$ cat src/rtl/eff_pkg.sv
// Shared definitions for the effect-chain blocks: waveform selector and
// offset-binary <-> two's-complement conversion helpers.
package eff_pkg;

  localparam int unsigned CONV_WIDTH = 32;

  typedef enum logic {
    WAVE_TRI = 1'b0,
    WAVE_SQR = 1'b1
  } wave_e;

  // Offset binary to two's complement: invert the MSB of a w-bit value.
  function automatic logic [CONV_WIDTH-1:0] to_signed(input logic [CONV_WIDTH-1:0] x,
                                                      input int unsigned w);
    return x ^ (CONV_WIDTH'(1) << (w - 1));
  endfunction

  // Two's complement to offset binary: the same MSB inversion.
  function automatic logic [CONV_WIDTH-1:0] to_offset(input logic [CONV_WIDTH-1:0] x,
                                                      input int unsigned w);
    return x ^ (CONV_WIDTH'(1) << (w - 1));
  endfunction

endpackage

$ cat src/rtl/eff_lfo.sv
// Shared LFO: phase accumulator, per-channel phase spread and waveform shaping.
module eff_lfo
  import eff_pkg::*;
#(
  parameter int unsigned CHANNELS   = 2,
  parameter int unsigned LFO_WIDTH  = 16,
  parameter int unsigned GAIN_WIDTH = 8
) (
  input  logic                           clk,
  input  logic                           rst,
  input  logic                           en,
  input  logic                           vld_i,
  input  logic [LFO_WIDTH-1:0]           rate_i,
  input  logic                           wave_i,
  input  logic                           spread_i,
  output logic [CHANNELS*GAIN_WIDTH-1:0] w_c
);

  localparam int unsigned OFS_STEP = (1 << LFO_WIDTH) / CHANNELS;
  localparam int unsigned TOP_W    = GAIN_WIDTH + 1;
  localparam int unsigned TOP_SH   = LFO_WIDTH - TOP_W;

  logic [LFO_WIDTH-1:0] p_q;
  logic [TOP_W-1:0]     pc_top [CHANNELS];
  wave_e                wave_sel;

  assign wave_sel = wave_e'(wave_i);

  // Phase advances per accepted sample; cleared while the effect is off.
  always_ff @(posedge clk or negedge rst) begin
    if (!rst) begin
      p_q <= '0;
    end else if (!en) begin
      p_q <= '0;
    end else if (vld_i) begin
      p_q <= p_q + rate_i;
    end
  end

  // Per-channel phase (only MSB + triangle bits kept) and waveform value.
  always_comb begin
    w_c = '0;
    for (int unsigned c = 0; c < CHANNELS; c++) begin
      pc_top[c] = TOP_W'((p_q + (spread_i ? LFO_WIDTH'(c * OFS_STEP) : '0)) >> TOP_SH);
      if (wave_sel == WAVE_SQR) begin
        w_c[c*GAIN_WIDTH +: GAIN_WIDTH] = {GAIN_WIDTH{pc_top[c][GAIN_WIDTH]}};
      end else begin
        w_c[c*GAIN_WIDTH +: GAIN_WIDTH] = pc_top[c][GAIN_WIDTH-1:0]
                                          ^ {GAIN_WIDTH{pc_top[c][GAIN_WIDTH]}};
      end
    end
  end

endmodule

$ cat src/rtl/eff_tremolo_mc.sv
// Multi-channel tremolo: LFO-driven gain applied to offset-binary samples,
// two-stage pipeline with a per-sample bypass flag.
module eff_tremolo_mc
  import eff_pkg::*;
#(
  parameter int unsigned DATA_WIDTH = 12,
  parameter int unsigned CHANNELS   = 2,
  parameter int unsigned LFO_WIDTH  = 16,
  parameter int unsigned GAIN_WIDTH = 8
) (
  input  logic                           clk,
  input  logic                           rst,
  input  logic                           en,
  input  logic [LFO_WIDTH-1:0]           rate_i,
  input  logic [GAIN_WIDTH-1:0]          depth_i,
  input  logic                           wave_i,
  input  logic                           spread_i,
  input  logic [CHANNELS*DATA_WIDTH-1:0] data_i,
  input  logic                           vld_i,
  output logic [CHANNELS*DATA_WIDTH-1:0] data_o,
  output logic                           vld_o
);

  localparam int unsigned G_W  = GAIN_WIDTH + 1;
  localparam int unsigned DW_W = 2 * GAIN_WIDTH;
  localparam int unsigned P_W  = DATA_WIDTH + GAIN_WIDTH + 2;

  logic [CHANNELS*GAIN_WIDTH-1:0] w_c;
  logic [DW_W-1:0]                dw_prod_c [CHANNELS];
  logic [G_W-1:0]                 g_c       [CHANNELS];
  logic signed [DATA_WIDTH-1:0]   s_c       [CHANNELS];

  logic [G_W-1:0]                 g_q       [CHANNELS];
  logic signed [DATA_WIDTH-1:0]   s_q       [CHANNELS];
  logic                           byp_q;
  logic                           vld1_q;

  logic signed [P_W-1:0]          prod_c    [CHANNELS];
  logic signed [DATA_WIDTH-1:0]   y_c       [CHANNELS];
  logic [CHANNELS*DATA_WIDTH-1:0] out_c;

  eff_lfo #(
    .CHANNELS   (CHANNELS),
    .LFO_WIDTH  (LFO_WIDTH),
    .GAIN_WIDTH (GAIN_WIDTH)
  ) u_lfo (
    .clk      (clk),
    .rst      (rst),
    .en       (en),
    .vld_i    (vld_i),
    .rate_i   (rate_i),
    .wave_i   (wave_i),
    .spread_i (spread_i),
    .w_c      (w_c)
  );

  // Gain from depth and waveform; signed view of the incoming samples.
  always_comb begin
    for (int unsigned c = 0; c < CHANNELS; c++) begin
      dw_prod_c[c] = DW_W'(depth_i) * DW_W'(w_c[c*GAIN_WIDTH +: GAIN_WIDTH]);
      g_c[c]       = G_W'(2 ** GAIN_WIDTH) - G_W'(dw_prod_c[c] >> GAIN_WIDTH);
      s_c[c]       = DATA_WIDTH'(to_signed(CONV_WIDTH'(data_i[c*DATA_WIDTH +: DATA_WIDTH]),
                                           DATA_WIDTH));
    end
  end

  // Stage 1: capture gains, signed samples and the bypass flag.
  always_ff @(posedge clk or negedge rst) begin
    if (!rst) begin
      for (int unsigned c = 0; c < CHANNELS; c++) begin
        g_q[c] <= '0;
        s_q[c] <= '0;
      end
      byp_q  <= 1'b0;
      vld1_q <= 1'b0;
    end else begin
      vld1_q <= vld_i;
      if (vld_i) begin
        for (int unsigned c = 0; c < CHANNELS; c++) begin
          g_q[c] <= g_c[c];
          s_q[c] <= s_c[c];
        end
        byp_q <= !en;
      end
    end
  end

  // Scale by gain with floor shift, then pick effect or bypass result.
  always_comb begin
    out_c = '0;
    for (int unsigned c = 0; c < CHANNELS; c++) begin
      prod_c[c] = P_W'(s_q[c]) * P_W'($signed({1'b0, g_q[c]}));
      y_c[c]    = DATA_WIDTH'(prod_c[c] >>> GAIN_WIDTH);
      out_c[c*DATA_WIDTH +: DATA_WIDTH] = byp_q
        ? DATA_WIDTH'(to_offset(CONV_WIDTH'(s_q[c]), DATA_WIDTH))
        : DATA_WIDTH'(to_offset(CONV_WIDTH'(y_c[c]), DATA_WIDTH));
    end
  end

  // Stage 2: output register, held between valid samples.
  always_ff @(posedge clk or negedge rst) begin
    if (!rst) begin
      data_o <= '0;
      vld_o  <= 1'b0;
    end else begin
      vld_o <= vld1_q;
      if (vld1_q) begin
        data_o <= out_c;
      end
    end
  end

endmodule

$ cat config.mk
export PLATFORM = sky130hd
export DESIGN_NAME = eff_tremolo_mc
export DESIGN_NICKNAME = d
export VERILOG_FILES = /design/src/rtl/eff_pkg.sv /design/src/rtl/eff_lfo.sv /design/src/rtl/eff_tremolo_mc.sv
export SDC_FILE = /design/constraint.sdc
export NUM_CORES = 1
export LEC_CHECK = 0
export ABC_AREA = 1
export CAP_MARGIN = 30
export CELL_PAD_IN_SITES_DETAIL_PLACEMENT = 1
export CELL_PAD_IN_SITES_GLOBAL_PLACEMENT = 1
export CORE_UTILIZATION = 52
export CTS_BUF_LIST = sky130_fd_sc_hd__clkbuf_8
export DETAILED_ROUTE_END_ITERATION = 16
export PLACE_DENSITY_LB_ADDON = 0.1
export SYNTH_ARGS = -nofsm -noshare
export SYNTH_HDL_FRONTEND = slang
export SYNTH_SLANG_ARGS = --single-unit
export TNS_END_PERCENT = 10
$ cat constraint.sdc
create_clock -name clk -period 8.6 [get_ports clk]
set_clock_uncertainty 0.05 [all_clocks]
set_input_delay 1.72 -clock clk [delete_from_list [all_inputs] [get_ports clk]]
set_output_delay 1.72 -clock clk [all_outputs]
set_load 0.05 [all_outputs]
==> flow_metrics.env, run 1 <==
export IMPL_yosysTopAreaCell="fa_1"
export IMPL_clk_latency_ns=0.42
export IMPL_fmax_mhz=144
export IMPL_hp_start="data_o[15]"
export IMPL_synth_top_area_frac=0.289
export IMPL_max_slew_margin_rel=0.389
export IMPL_grt_pass1_wl_um=81600
export IMPL_post_dp_cell_area_sq_um=17900
export IMPL_place_hpwl_um=40300
export IMPL_dieArea_sq_um=33100
export IMPL_clkSinkCount=85
export IMPL_cts_buffers_inserted=9
export IMPL_drc=0
export IMPL_detail_route_wl_per_cell_um=18.4
export IMPL_area_growth_pct=7.29
export IMPL_ys_ff_latch=85
export IMPL_path_clk_slew_ns=0.09
export IMPL_final_fill_count=4073
export IMPL_critPathRequiredTime_ns=8.90
export IMPL_grt_pass1_vias=16400
export IMPL_initial_core_util=0.531
export IMPL_final_setup_tns_ns=0
export IMPL_reg2reg_from="g_q[1]"
export IMPL_hp_class="reg -> reg"
export IMPL_clockBufferDepth=2
export IMPL_yosysSeqAreaShare=0.126
export IMPL_dr_total_vias=14700
export IMPL_rsz0062_at_grt="no"
export IMPL_drt_pass1_iter_count=4
export IMPL_die_h_um=182
export IMPL_synth_cell_types=48
export IMPL_setup_ws_ns=1.67
export IMPL_ys_flop_type="dfrtp_1"
export IMPL_ios=79
export IMPL_crit_start="spread_i"
export IMPL_drtIter0Drc=787
export IMPL_cts_tree="yes"
export IMPL_portBuffers=78
export IMPL_syn_area_per_cell_sq_um=7.50
export IMPL_critPathCapture="g_q[7]"
export IMPL_gr_usage_all_layers=0.315
export IMPL_grt_overflow=0
export IMPL_antenna_found_initial=0
export IMPL_syn_num_nets=2710
export IMPL_rr_worst_depth=17
export IMPL_drv_slew=0
export IMPL_drive_above_1_share=0.0431
export IMPL_critPathArrivalTime_ns=7.23
export IMPL_ctsRootBufferMaster="clkbuf_8"
export IMPL_r2r_end="data_o[23]"
export IMPL_hold_violations=0
export IMPL_fp_dieW_um=182
export IMPL_endpoint_kind="register"
export IMPL_outcome="complete, no violations"
export IMPL_gp_congestion=0.885
export IMPL_ff2ff_setup_slack_ns=2.43
export IMPL_post_route_period_util=0.806
export IMPL_ys_warn_count=0
export IMPL_syn_area_sq_um=16800
export IMPL_cts_resized=0
export IMPL_cp_max_fo=8
export IMPL_criticalPathCategory="in -> reg"
export IMPL_final_area_sq_um=18100
export IMPL_drv_cap=0
export IMPL_tightest_slew_ns=0.916
export IMPL_antenna_left=0
export IMPL_core_area_sq_um=31700
export IMPL_rows=65
export IMPL_cts_setup_buffers=0
export IMPL_setup_viol=0
export IMPL_ctsHoldBuffers=0
export IMPL_routed_wl_um=49300
export IMPL_ys_async_sr_fraction=1.00
export IMPL_grt_start_max_net_pins=61
export IMPL_nets=2735
export IMPL_synth_area_leaders="fa_1 (29%), dfrtp_1 (13%), ha_1 (12%)"
export IMPL_period_minus_slack_ns=6.93
export IMPL_synth_edff_count=0
export IMPL_htreeDepth=3
export IMPL_synthCells=2246
export IMPL_startpoint_type="primary input"
export IMPL_place_worst_setup_slack_ns=1.29
export IMPL_viasPerCell=5.48
export IMPL_diodes=0
cell usage after synthesis, types with 3 or more instances:
cell	count
nand3b_1	6
inv_1	534
nor4_1	3
o21ai_0	85
a22o_1	3
o22ai_1	3
nand3_2	8
clkbuf_1	60
nor2_2	5
ha_1	167
nor3_1	15
nand4_1	19
or2_2	5
fa_1	243
o21bai_1	3
inv_2	6
a21oi_1	109
nor2_1	142
a21boi_0	3
a211oi_1	4
o211ai_1	6
buf_2	4
nand3_1	72
nand2_1	532
dfrtp_1	85
xor2_1	18
nand2_2	23
nand2_4	21
nor2_4	5
a31oi_1	4
a21o_1	5
xnor2_1	23
worst max-delay path, cell delays in order:
cell	delay, ns
clkdlybuf4s50_1	0.45
inv_1	0.13
nand2_4	0.08
nand2_4	0.15
xor2_1	0.53
nor2_1	0.15
fa_1	0.57
inv_1	0.06
fa_1	0.57
fa_1	0.43
fa_1	0.50
inv_1	0.04
ha_1	0.37
nand2_1	0.16
nor3_1	0.27
nand4_2	0.16
nand2_1	0.11
nand2_1	0.05
nand2_1	0.15
nand3_1	0.11
nor2_1	0.16
nand2_1	0.08
nand2_1	0.06
nand3_1	0.06
nand2_1	0.09
layout make-up:
| class | count | area (sq um) | area share |
|---|---|---|---|
| tap | 402 | 503 | 0.0278 |
| timing repair buffer | 82 | 803 | 0.0444 |
| clock buffer | 12 | 165 | 0.00914 |
| clock inverter | 4 | 28.8 | 0.00159 |
| sequential | 85 | 2130 | 0.118 |
| multi-input combinational | 1551 | 12400 | 0.687 |
| inverter | 542 | 2030 | 0.113 |
placed cells by master (no fill, tap or decap), types with 5 or more instances in the layout:
cell	instances
nand2_4	21
clkdlybuf4s50_1	76
xnor2_1	23
nand4_1	19
nand3_2	8
or2_2	5
dfrtp_1	85
nand3b_1	6
nand2_2	23
clkbuf_8	12
nand3_1	72
nor2_2	5
fa_1	243
a21oi_1	109
xor2_1	18
ha_1	167
a21o_1	5
inv_1	535
nor2_4	5
o21ai_0	85
inv_2	6
buf_4	5
nor3_1	15
o211ai_1	6
nor2_1	142
nand2_1	532
flip-flops by register name (all words and copies together) (netlist names):
signal,cells
vld1_q,1
data_o,24
vld_o,1
u_lfo.p_q,16
byp_q,1
g_q,18
s_q,24
routing by layer:
| layer | share of wire | routed length [um] | global-route usage |
|---|---|---|---|
| met1 | 0.42 | 20600 | 0.385 |
| met2 | 0.52 | 25500 | 0.579 |
| met3 | 0.043 | 2100 | 0.0381 |
| met4 | 0.022 | 1090 | 0.0901 |
| met5 | 0 | 0 | 0 |
metrics by stage:
stage / util / hold slack, ns / instances
after floorplan: - / 0.355 / 2246
after global placement: 0.564 / 0.414 / 2662
after detailed placement: 0.564 / 0.425 / 2662
after CTS: 0.570 / 0.450 / 2678
after global routing: 0.570 / 0.469 / 2678
final: 0.570 / 0.447 / 2678
how the worst min path moves through the flow:
| stage | cells after the start | to |
|---|---|---|
| 2_1_floorplan | 0 | vld_o |
| 3_3_place_gp | 2 | data_o[15] |
| 3_5_place_dp | 2 | data_o[15] |
| 4_1_cts | 2 | data_o[15] |
| 5_1_grt | 2 | data_o[18] |
| 6_report | 2 | data_o[15] |
kinds of logic (layout without fill, tap and decap cells):
kind of cell,count (synthesis),after routing,share of synthesized area
and+or+nand+nor,860,860,0.223
buffers and inverters,610,640,0.137
adders and majority gates,410,410,0.413
AOI/OAI and AO/OA,238,238,0.0774
DFF,85,85,0.126
xor gates and xnor gates,43,43,0.0232
Power of run 1 is not shown: default switching activity piles up to over one toggle a cycle in this logic, so the estimate is an artifact.
==> inputs of run 2 (changes only) <==
Settings changed: CORE_UTILIZATION 52 to 48.
Clock period 8.6 ns to 6.97 ns, I/O delays scaled along.
==> flow_metrics.env, run 2 (synthesis gave the netlist of run 1 again) <==
export IMPL_met2_length_um=23400
export IMPL_path_clk_slew_ns=0.09
export IMPL_max_slew_margin_rel=0.398
export IMPL_grt_pass1_wl_um=79300
export IMPL_gp_congestion=0.859
export IMPL_top_regs="data_o x24, s_q x24, g_q x18"
export IMPL_cp_max_fo=8
export IMPL_ctsHoldBuffers=0
export IMPL_fp_dieW_um=189
export IMPL_critPathRequiredTime_ns=7.23
export IMPL_grt_overflow=0
export IMPL_ios=79
export IMPL_criticalPathCategory="in -> reg"
export IMPL_routed_wl_um=47100
export IMPL_place_hpwl_um=39100
export IMPL_grt_start_max_net_pins=56
export IMPL_cts_resized=0
export IMPL_clkSinkCount=85
export IMPL_drive_above_1_share=0.0468
export IMPL_drt_pass1_iter_count=4
export IMPL_area_growth_pct=8.18
export IMPL_ctsRootBufferMaster="clkbuf_8"
export IMPL_final_area_sq_um=18200
export IMPL_initial_core_util=0.488
export IMPL_htreeDepth=3
export IMPL_hp_class="reg -> reg"
export IMPL_cts_setup_buffers=0
export IMPL_final_common_cell="inv_1"
export IMPL_cts_tree="yes"
export IMPL_dr_total_vias=14300
export IMPL_grt_pass1_vias=15900
export IMPL_tightest_slew_ns=0.902
export IMPL_setup_viol=0
export IMPL_gr_usage_all_layers=0.280
export IMPL_portBuffers=78
export IMPL_drv_slew=0
export IMPL_highest_layer="met4"
export IMPL_endpoint_kind="register"
export IMPL_final_setup_tns_ns=0
export IMPL_post_dp_cell_area_sq_um=18000
export IMPL_final_fill_count=4439
export IMPL_wl_met1_um=20900
export IMPL_detail_route_wl_per_cell_um=17.2
export IMPL_viasPerCell=5.22
export IMPL_rows=68
export IMPL_drv_cap=0
export IMPL_outcome="complete, no violations"
export IMPL_drtIter0Drc=560
export IMPL_hold_violations=0
export IMPL_cts_buffers_inserted=9
export IMPL_fmax_mhz=154
export IMPL_final_cell_mix="inv_1 (534), nand2_1 (532), fa_1 (243)"
export IMPL_period_minus_slack_ns=6.51
export IMPL_startpoint_type="primary input"
export IMPL_drc=0
export IMPL_clk_latency_ns=0.43
export IMPL_regArea_sq_um=2130
export IMPL_rsz0062_at_grt="no"
export IMPL_multi_input_area_sq_um=12400
export IMPL_core_area_sq_um=34500
export IMPL_dieArea_sq_um=35800
export IMPL_die_h_um=189
export IMPL_critPathArrivalTime_ns=6.77
export IMPL_post_route_period_util=0.934
export IMPL_clockBufferDepth=2
export IMPL_antenna_left=0
export IMPL_nets=2743
export IMPL_antenna_found_initial=0
export IMPL_diodes=0
export IMPL_dr_wl_met3_um=1650
==> run 2: routing by layer <==
layer | track usage | up-vias
met5 | 0 | -
met4 | 0.0822 | 0
met3 | 0.0361 | 56
met2 | 0.501 | 231
met1 | 0.352 | 7184
li1 | - | 6834
==> run 2: cell type report <==
class,instances,area share
Clock buffer,11,0.00831
Sequential cell,85,0.117
Inverter,542,0.112
Clock inverter,5,0.00357
Tap cell,455,0.0312
Multi-Input combinational cell,1551,0.681
Timing Repair Buffer,90,0.0474
==> run 2: worst max-delay path: stages <==
cell	delay [ns]
clkdlybuf4s50_1	0.45
inv_1	0.13
nand2_4	0.09
nand2_4	0.16
xor2_1	0.53
nor2_1	0.15
fa_1	0.56
inv_1	0.05
fa_1	0.55
fa_1	0.44
fa_1	0.49
inv_1	0.04
ha_1	0.36
nand2_1	0.16
nor3_1	0.26
nand4_2	0.16
nand2_1	0.12
nand2_1	0.06
nand2_1	0.14
nand3_1	0.09
nor2_1	0.14
nand3_1	0.09
nand3_1	0.09
nand2_1	0.05
==> run 2: through the flow <==
stage	cells	utilization	setup slack, ns	hold slack, ns
after floorplan	2246	-	1.12	0.355
after detailed placement	2723	0.521	0.0279	0.418
after global placement	2723	0.521	0.312	0.415
after CTS	2739	0.528	0.480	0.443
after global routing	2739	0.528	0.0721	0.473
final	2739	0.528	0.459	0.442
==> run 2: final timing paths <==
check	from	endpoint	slack, ns	cells after the start
hold / removal	data_o[18]	data_o[18]	0.44	2
setup / recovery	spread_i	g_q[7]	0.46	24
min in group asynchronous	rst	data_o[15]	0.84	1
hold reg to reg	data_o[18]	data_o[18]	0.44	2
max in group asynchronous	rst	s_q[16]	4.91	2
setup reg to reg	u_lfo.p_q[15]	g_q[7]	1.07	23
Power of run 2 is left out for the same reason.
==> inputs of run 3 (changes only) <==
Settings changed: SLEW_MARGIN set to 40.
==> flow_metrics.env, run 3 (synthesis gave the netlist of run 1 again) <==
export IMPL_endpoint_kind="register"
export IMPL_antenna_left=0
export IMPL_rsz0062_at_grt="no"
export IMPL_dieArea_sq_um=35800
export IMPL_ff2ff_setup_slack_ns=1.06
export IMPL_grt_start_max_net_pins=56
export IMPL_cp_max_fo=8
export IMPL_outcome="complete, no violations"
export IMPL_fp_dieW_um=189
export IMPL_rows=68
export IMPL_drtIter0Drc=553
export IMPL_final_setup_tns_ns=0
export IMPL_r2r_end="data_o[23]"
export IMPL_hold_violations=0
export IMPL_ctsHoldBuffers=0
export IMPL_crit_start="spread_i"
export IMPL_tightest_slew_ns=0.822
export IMPL_grt_pass1_vias=15900
export IMPL_final_cell_mix="inv_1 (533), nand2_1 (532), fa_1 (243)"
export IMPL_timing_critical_path_buf_inv=4
export IMPL_top_regs="data_o x24, s_q x24, g_q x18"
export IMPL_max_slew_margin_rel=0.451
export IMPL_antenna_found_initial=0
export IMPL_clkSinkCount=85
export IMPL_grt_overflow=0
export IMPL_clockBufferDepth=2
export IMPL_critical_path_depth=24
export IMPL_routed_wl_um=47200
export IMPL_die_h_um=189
export IMPL_path_clk_slew_ns=0.09
export IMPL_cts_buffers_inserted=9
export IMPL_critPathTopFamily="adder cells"
export IMPL_slowest_delay_ns=0.56
export IMPL_criticalPathCategory="in -> reg"
export IMPL_rr_worst_depth=17
export IMPL_diodes=0
export IMPL_drv_slew=0
export IMPL_clk_latency_ns=0.43
export IMPL_cp_common_cell="nand2_1"
export IMPL_period_minus_slack_ns=6.51
export IMPL_post_route_period_util=0.935
export IMPL_cts_resized=0
export IMPL_critPathArrivalTime_ns=6.77
export IMPL_dr_total_vias=14300
export IMPL_viasPerCell=5.23
export IMPL_drt_pass1_iter_count=5
export IMPL_ios=79
export IMPL_cts_setup_buffers=0
export IMPL_grt_pass1_wl_um=79300
export IMPL_startpoint_type="primary input"
export IMPL_cts_tree="yes"
export IMPL_crit_path_cell_trace="clkdlybuf4s50_1 -> inv_1 -> nand2_4 -> nand2_4 -> xor2_1 -> nor2_1 -> fa_1 -> inv_1 -> fa_1 -> fa_1 -> fa_1 -> inv_1 -> ha_1 -> nand2_1 -> nor3_1 -> nand4_2 -> nand2_1 -> nand2_1 -> nand2_1 -> nand3_1 -> nor2_1 -> nand3_1 -> nand3_1 -> nand2_1"
export IMPL_portBuffers=78
export IMPL_drc=0
export IMPL_critPathRequiredTime_ns=7.23
export IMPL_hp_class="reg -> reg"
export IMPL_gp_congestion=0.859
export IMPL_final_common_cell="inv_1"
export IMPL_drv_cap=0
export IMPL_slowest_stage="fa_1"
export IMPL_ctsRootBufferMaster="clkbuf_8"
export IMPL_place_hpwl_um=39100
export IMPL_area_growth_pct=8.20
export IMPL_gr_usage_all_layers=0.280
export IMPL_reg2reg_from="g_q[1]"
export IMPL_core_area_sq_um=34500
export IMPL_htreeDepth=3
export IMPL_fmax_mhz=154
export IMPL_critPathCapture="g_q[7]"
export IMPL_drive_above_1_share=0.0473
export IMPL_initial_core_util=0.488
export IMPL_detail_route_wl_per_cell_um=17.2
export IMPL_setup_viol=0
export IMPL_nets=2743
-- run 3: changes by cell type in the layout (fill, tap and decap cells not counted) --
cell / before / now
buf_4: 13 / 12
buf_6: 0 / 1
inv_1: 534 / 533
inv_2: 6 / 7
-- run 3: through the flow --
step	cells	hold WS (ns)	setup slack, ns	util	cell area, sq um
final	2739	0.438	0.456	0.528	18200
after global routing	2739	0.473	0.0721	0.528	18200
after CTS	2739	0.443	0.480	0.528	18200
after detailed placement	2723	0.418	0.0279	0.521	18000
after global placement	2723	0.415	0.312	0.521	18000
after floorplan	2246	0.355	1.12	-	16800
-- run 3: layer usage --
layer	routed length [um]	global-route usage	up-vias
li1	-	-	6834
met4	1180	0.0822	0
met2	23500	0.501	232
met5	0	0	-
met1	21000	0.352	7187
met3	1580	0.0361	60
-- run 3: tightest hold or removal path, stage by stage (launching register included) --
cell	delay, ns
dfrtp_1	0.35
nand2_1	0.06
nand2_1	0.05
-- run 3: worst min path at each step --
stage,start,to,depth (start not counted)
after floorplan,vld1_q,vld_o,0
after global placement,data_o[11],data_o[11],2
after detailed placement,data_o[18],data_o[18],2
after CTS,data_o[18],data_o[18],2
after global routing,data_o[9],data_o[9],2
final,data_o[18],data_o[18],2
-- run 3: layout make-up --
class	count	area [sq um]
fillers	4440	16300
multi-input cells	1551	12400
flip-flops and latches	85	2130
inverters	542	2030
repair buffers	90	867
well taps	455	569
clock buffers	11	151
clock inverters	5	65.1
Power of run 3 is left out for the same reason.
